`src/rtl/dfx_packet_encap_if.sv`:
```
// Strobe-in / flit-out bus of the DFX packet encapsulator.
// flit_parity exists only when DFX_ENCAP_PARITY_EN is defined.
interface dfx_packet_encap_if #(
  parameter int DATA_WIDTH    = 1024,
  parameter int ADDR_WIDTH    = 10,
  parameter int FLIT_WIDTH    = 256,
  parameter int NODE_ID_WIDTH = 4
);
  logic                             valid_dfx_data;
  logic [DATA_WIDTH+ADDR_WIDTH-1:0] dfx_data;
  logic [NODE_ID_WIDTH-1:0]         dst_node;
  logic                             encap_busy;
  logic                             pkt_done;
  logic                             drop_err;
  logic [FLIT_WIDTH-1:0]            flit_out;
  logic [1:0]                       flit_type;
  logic                             flit_valid;
  logic                             flit_ready;
`ifdef DFX_ENCAP_PARITY_EN
  logic                             flit_parity;
`endif

  // master: fetch stage + router lane side; slave: the encapsulator
  modport master (
`ifdef DFX_ENCAP_PARITY_EN
    input  flit_parity,
`endif
    output valid_dfx_data, dfx_data, dst_node, flit_ready,
    input  encap_busy, pkt_done, drop_err, flit_out, flit_type, flit_valid
  );

  modport slave (
`ifdef DFX_ENCAP_PARITY_EN
    output flit_parity,
`endif
    input  valid_dfx_data, dfx_data, dst_node, flit_ready,
    output encap_busy, pkt_done, drop_err, flit_out, flit_type, flit_valid
  );
endinterface

```
`src/rtl/dfx_packet_encap.sv`:
```
// Wraps one DFX fetch result into a head + NUM_BODY body flits router packet.
// Optional even flit parity output under macro DFX_ENCAP_PARITY_EN.
module dfx_packet_encap #(
  parameter int DATA_WIDTH    = 1024,
  parameter int ADDR_WIDTH    = 10,
  parameter int FLIT_WIDTH    = 256,
  parameter int NODE_ID_WIDTH = 4,
  parameter int SRC_NODE_ID   = 0
) (
  input logic              clk,
  input logic              rst,
  dfx_packet_encap_if.slave bus
);
  localparam int NUM_BODY = DATA_WIDTH / FLIT_WIDTH;
  localparam int CNT_W    = (NUM_BODY > 1) ? $clog2(NUM_BODY) : 1;
  localparam int HDR_W    = ADDR_WIDTH + 2*NODE_ID_WIDTH + 8;

  localparam logic [1:0] S_IDLE = 2'd0, S_HEAD = 2'd1, S_BODY = 2'd2;
  localparam logic [1:0] T_BODY = 2'b00, T_HEAD = 2'b01, T_TAIL = 2'b10;

  logic [1:0]            state, state_n;
  logic [CNT_W-1:0]      body_cnt, body_cnt_n;
  logic [DATA_WIDTH-1:0] payload, payload_n;
  logic [7:0]            seq;
  logic [FLIT_WIDTH-1:0] flit_q, flit_n;
  logic [1:0]            type_q, type_n;
  logic                  valid_q, valid_n;
  logic                  busy_q, done_q, drop_q;
  logic                  accept, last_acc;
  logic [HDR_W-1:0]      head;

  assign accept   = valid_q & bus.flit_ready;
  assign last_acc = (state == S_BODY) && accept && (body_cnt == CNT_W'(NUM_BODY-1));
  assign head     = {seq, bus.dst_node, NODE_ID_WIDTH'(SRC_NODE_ID), bus.dfx_data[ADDR_WIDTH-1:0]};

  // Next flit is computed here and registered, so flit_ready never reaches an output combinationally.
  // The payload register shifts down one flit per accept, so the LSB chunk is always next.
  always_comb begin
    state_n    = state;
    body_cnt_n = body_cnt;
    payload_n  = payload;
    flit_n     = flit_q;
    type_n     = type_q;
    valid_n    = valid_q;
    case (state)
      S_IDLE: if (bus.valid_dfx_data) begin
        state_n   = S_HEAD;
        payload_n = bus.dfx_data[ADDR_WIDTH +: DATA_WIDTH];
        flit_n    = FLIT_WIDTH'(head);
        type_n    = T_HEAD;
        valid_n   = 1'b1;
      end
      S_HEAD: if (accept) begin
        state_n    = S_BODY;
        body_cnt_n = '0;
        flit_n     = payload[FLIT_WIDTH-1:0];
        payload_n  = payload >> FLIT_WIDTH;
        type_n     = (NUM_BODY == 1) ? T_TAIL : T_BODY;
      end
      S_BODY: if (accept) begin
        if (body_cnt == CNT_W'(NUM_BODY-1)) begin
          state_n = S_IDLE;
          valid_n = 1'b0;
        end else begin
          body_cnt_n = body_cnt + CNT_W'(1);
          flit_n     = payload[FLIT_WIDTH-1:0];
          payload_n  = payload >> FLIT_WIDTH;
          type_n     = (body_cnt_n == CNT_W'(NUM_BODY-1)) ? T_TAIL : T_BODY;
        end
      end
      default: state_n = S_IDLE;
    endcase
  end

`ifdef DFX_ENCAP_PARITY_EN
  logic par_q;
  assign bus.flit_parity = par_q;
  always_ff @(posedge clk or posedge rst)
    if (rst) par_q <= 1'b0;
    else     par_q <= ^{type_n, flit_n};
`endif

  always_ff @(posedge clk or posedge rst) begin
    if (rst) begin
      state    <= S_IDLE;
      body_cnt <= '0;
      payload  <= '0;
      seq      <= '0;
      flit_q   <= '0;
      type_q   <= T_BODY;
      valid_q  <= 1'b0;
      busy_q   <= 1'b0;
      done_q   <= 1'b0;
      drop_q   <= 1'b0;
    end else begin
      state    <= state_n;
      body_cnt <= body_cnt_n;
      payload  <= payload_n;
      flit_q   <= flit_n;
      type_q   <= type_n;
      valid_q  <= valid_n;
      busy_q   <= (state_n != S_IDLE);
      done_q   <= last_acc;
      if (last_acc) seq <= seq + 8'd1;
      if (bus.valid_dfx_data && state != S_IDLE) drop_q <= 1'b1;
    end
  end

  assign bus.flit_out   = flit_q;
  assign bus.flit_type  = type_q;
  assign bus.flit_valid = valid_q;
  assign bus.encap_busy = busy_q;
  assign bus.pkt_done   = done_q;
  assign bus.drop_err   = drop_q;
endmodule

```
`src/flat_wrapper.sv`:
```
// flat-port wrapper written by rule: the top's interface ports become plain ports
module dfx_packet_encap_flat 
#(
  parameter int DATA_WIDTH    = 1024,
  parameter int ADDR_WIDTH    = 10,
  parameter int FLIT_WIDTH    = 256,
  parameter int NODE_ID_WIDTH = 4,
  parameter int SRC_NODE_ID   = 0
)
  (clk, rst, bus_valid_dfx_data, bus_dfx_data, bus_dst_node, bus_flit_ready, bus_encap_busy, bus_pkt_done, bus_drop_err, bus_flit_out, bus_flit_type, bus_flit_valid);
  dfx_packet_encap_if #(.DATA_WIDTH(DATA_WIDTH), .ADDR_WIDTH(ADDR_WIDTH), .FLIT_WIDTH(FLIT_WIDTH), .NODE_ID_WIDTH(NODE_ID_WIDTH)) bus_i ();
  input logic clk;
  input logic rst;
  input wire logic [$bits(bus_i.valid_dfx_data)-1:0] bus_valid_dfx_data;
  input wire logic [$bits(bus_i.dfx_data)-1:0] bus_dfx_data;
  input wire logic [$bits(bus_i.dst_node)-1:0] bus_dst_node;
  input wire logic [$bits(bus_i.flit_ready)-1:0] bus_flit_ready;
  output wire logic [$bits(bus_i.encap_busy)-1:0] bus_encap_busy;
  output wire logic [$bits(bus_i.pkt_done)-1:0] bus_pkt_done;
  output wire logic [$bits(bus_i.drop_err)-1:0] bus_drop_err;
  output wire logic [$bits(bus_i.flit_out)-1:0] bus_flit_out;
  output wire logic [$bits(bus_i.flit_type)-1:0] bus_flit_type;
  output wire logic [$bits(bus_i.flit_valid)-1:0] bus_flit_valid;
  assign bus_i.valid_dfx_data = bus_valid_dfx_data;
  assign bus_i.dfx_data = bus_dfx_data;
  assign bus_i.dst_node = bus_dst_node;
  assign bus_i.flit_ready = bus_flit_ready;
  assign bus_encap_busy = bus_i.encap_busy;
  assign bus_pkt_done = bus_i.pkt_done;
  assign bus_drop_err = bus_i.drop_err;
  assign bus_flit_out = bus_i.flit_out;
  assign bus_flit_type = bus_i.flit_type;
  assign bus_flit_valid = bus_i.flit_valid;
  dfx_packet_encap #(.DATA_WIDTH(DATA_WIDTH), .ADDR_WIDTH(ADDR_WIDTH), .FLIT_WIDTH(FLIT_WIDTH), .NODE_ID_WIDTH(NODE_ID_WIDTH), .SRC_NODE_ID(SRC_NODE_ID)) u_core (.clk(clk), .rst(rst), .bus(bus_i));
endmodule
```
`config.mk`:
```
export PLATFORM = sky130hd
export DESIGN_NAME = dfx_packet_encap_flat
export DESIGN_NICKNAME = d
export VERILOG_FILES = /design/src/rtl/dfx_packet_encap_if.sv /design/src/rtl/dfx_packet_encap.sv /design/src/flat_wrapper.sv
export SDC_FILE = /design/constraint.sdc
export NUM_CORES = 2
export LEC_CHECK = 0
export CORE_AREA = 2 2 504 506
export CTS_CLUSTER_SIZE = 8
export DETAILED_ROUTE_END_ITERATION = 10
export DIE_AREA = 0 0 506 508
export MAX_ROUTING_LAYER = met4
export PLACE_DENSITY_LB_ADDON = 0.05
export SETUP_SLACK_MARGIN = 0.02
export SLEW_MARGIN = 30
export SYNTH_ARGS = -nofsm -noshare
export SYNTH_HDL_FRONTEND = slang
export SYNTH_SLANG_ARGS = --single-unit
export TNS_END_PERCENT = 10
```
`constraint.sdc`:
```
create_clock -name clk -period 45.2 [get_ports clk]
set_input_delay 9.04 -clock clk [delete_from_list [all_inputs] [get_ports clk]]
set_output_delay 9.04 -clock clk [all_outputs]
set_load 0.01 [all_outputs]
```
==> metrics <==
outcome=finished clean; DP Area=0.0724 mm^2; Worst-Skew Late Latency=~0.82 ns; arrival time at the worst endpoint=13.91 ns; 1st-iter DRT viols=approximately 2,300; Final Critical Period=~13 ns; CTS Hold Bufs=0; post_cts resized=0; CTS clk-pin slew, worst paths=~0.050 ns; Avg Cell Area, Syn=between 10 and 15 um^2; Slew Limit Fails=0; antenna-violating nets left=0; HPWL Detailed=about 170,000 um; cell count after synthesis=about 5,600; area share of fa/ha/maj cells after synthesis=less than 1%; Final setup violation count=0; Post-Syn Area=roughly 0.057 mm^2; crit path launch type=input port; Worst-Margin Slew=between 0.9 and 1 ns; DR vias/cell=4.25; Synth Flop Type=dfrtp_1; largest family of logic cells by synthesized area=simple AND/OR/NAND/NOR gates; first-pass GRT wire length=~330,000 um; Starting Density=about 23%; GPL Wtd Cong=approximately 0.8; CTS Sinks=roughly 1,300; number of global-route vias before repair=~45,000; reg2reg setup slack=~40 ns; Hold Path Depth=2; H-Tree Depth=4; Cell Rows=between 150 and 200; initial antenna violation count=between 150 and 200; NumNets Final=between 7,000 and 8,000; Pre-Repair DR Iteration Count=5; fillers=roughly 26,000; total power=around 2700 uW; Min-Delay Endpoint=u_core.bus.flit_out[233]$_DFFE_PP0P_; Worst Setup End Kind=flop; Slew Limit Headroom=33.8%; number of synthesized flops with an enable pin=0; share of layout cells above drive strength 1=4.07%; total grt overflow=0; Crit path required time=around 46 ns; Max FO, Critical Path=between 100 and 150; CTS tree=done; deepest clock path buffer count=3; Design Area, Final=0.0778 mm^2; commonest non-fill, non-tap cell in the layout=nand2_1; Die W=roughly 510 um; R2R Path Start=u_core.state[0]$_DFF_PP0_; unrepaired setup endpoints after global routing=no; Root Driver=clkbuf_16; library cells used by synthesis=35; leak pwr=a little over 0.04 uW; maximum clock rate=about 76 MHz; Synth Area in Compound Gates=between 7 and 8%; kind of critical path=in2reg; Hold Vio Cnt, Final=0; Hold Path Class=reg2reg; Seq/Total Area, Yosys=between 50% and 60%; synth warn=0; Fin Setup TNS=0 ns; largest net degree at the start of global routing=250; vias=roughly 44,000; # port buffers=around 1,300; I/O pins=~1,300; most frequent cells in the layout=nand2_1, clkdlybuf4s50_1, dfrtp_1, mux2i_1, o21ai_0; DRC Markers=0; Final Cycle Share=between 20 and 30%; DR WL/cell=22.6 um; Max Cap Viol=0; multi-input logic area=about 0.022 mm^2; post-synthesis mux area share=about 14%; DRT Wirelength=231,000 um; die area=between 0.2 and 0.3 mm^2; Peak supply drop=0.0338 mV; Die Ht=508 um; register area=approximately 0.032 mm^2; Area Growth Syn to Fin=37.1%; Power Dens Cells=34.5 mW/mm^2; core area=0.252 mm^2; Worst R2R Path Depth=9; hold_sp=u_core.bus.flit_out[233]$_DFFE_PP0P_; Max Clock Skew=around 0.051 ns; FF+latch count, synth=between 1,000 and 1,500; simple-gate share of the synthesized area=~17%; postcts setup bufs=0; All-Layer GR Usage=18.1%; TritonCTS Buffers=around 180; xor/xnor cell area share of the yosys netlist=less than 1%; worst reg2reg endpoint=u_core.payload[219]$_DFFE_PP0P_; Post-synth ARST share=100%; Mapped Nets=between 6,000 and 7,000
-- cell families after synthesis --
kind of cell	Yosys count
buffers and inverters	436
muxes	792
adders and majority gates	7
DFF	1298
AOI/OAI and AO/OA	801
and+or+nand+nor	2288
xor gates and xnor gates	7
-- Yosys cell counts (all sizes together), types with 2 or more instances --
master / instances / area (um^2)
xor2: 2 / 17.5
nand3b: 256 / 1920
buf: 153 / 1240
nand2: 1779 / 6680
nand2b: 2 / 12.5
dfrtp: 1298 / 32500
o21ai: 794 / 3980
nand3: 236 / 1180
mux2i: 791 / 7920
xnor2: 5 / 43.8
inv: 6 / 22.5
nand4: 3 / 18.8
nor2: 3 / 11.3
clkbuf: 277 / 1040
and3: 2 / 12.5
ha: 7 / 87.6
-- through the flow --
stage | instances | utilization, % | hold WS [ns] | setup WS, ns
finish | 10200 | 30.8 | 0.461 | 31.96
global route | 10200 | 30.8 | 0.482 | 31.57
CTS | 10100 | 30.7 | 0.466 | 31.76
detailed placement | 9928 | 28.7 | 0.454 | 30.80
global placement | 9926 | 28.7 | 0.448 | 30.82
floorplan | 5629 | - | 0.437 | 18.21
-- registers in the layout, indices dropped and copies added (netlist names) --
register	flops
u_core.bus.flit_valid	1
u_core.bus.drop_err	1
u_core.seq	8
u_core.body_cnt	2
u_core.bus.pkt_done	1
u_core.bus.flit_out	256
u_core.bus.flit_type	2
u_core.payload	1024
u_core.state	2
u_core.bus.encap_busy	1
-- how the worst max path moves through the flow --
stage / start / endpoint / slack, ns / cells after the start
2_1_floorplan: rst / u_core.body_cnt[0]$_DFFE_PP0P_ / 18.21 / 1
3_3_place_gp: bus_valid_dfx_data / u_core.payload[490]$_DFFE_PP0P_ / 30.82 / 8
3_5_place_dp: bus_valid_dfx_data / u_core.payload[495]$_DFFE_PP0P_ / 30.80 / 8
4_1_cts: bus_valid_dfx_data / u_core.payload[495]$_DFFE_PP0P_ / 31.76 / 8
5_1_grt: bus_valid_dfx_data / u_core.payload[169]$_DFFE_PP0P_ / 31.57 / 8
6_report: bus_valid_dfx_data / u_core.payload[219]$_DFFE_PP0P_ / 31.96 / 8
-- layer usage --
metal / track usage, % / part of all wire (%) / vias up
met2: 30.3 / 49 / 1136
li1: - / - / 21200
met5: - / 0 / -
met1: 20.9 / 41 / 20800
met4: 4.05 / 2.2 / 0
met3: 6.44 / 7.6 / 388
-- worst max-delay path: stages --
cell and delay [ns]:
clkdlybuf4s50_1 0.50, nor2b_1 0.30, or4_4 0.74, buf_12 0.50
buf_4 0.80, buf_4 0.81, buf_4 0.75, o21ai_0 0.19
-- cell type report --
type	count	share of cell area (%)
clock inverters	12	0.262
flip-flops and latches	1298	41.7
repair buffers	1371	17.9
diodes	91	0.293
clock buffers	199	6.06
well taps	3366	5.41
inverters	6	0.0338
multi-input cells	3895	28.3
-- power breakdown --
part	internal, uW	total [uW]	switching (uW)
clock	727	1260	533
combinational	111	189	77.4
sequential	1210	1240	26.1
No activity file was read; power rests on OpenSTA's default activity.
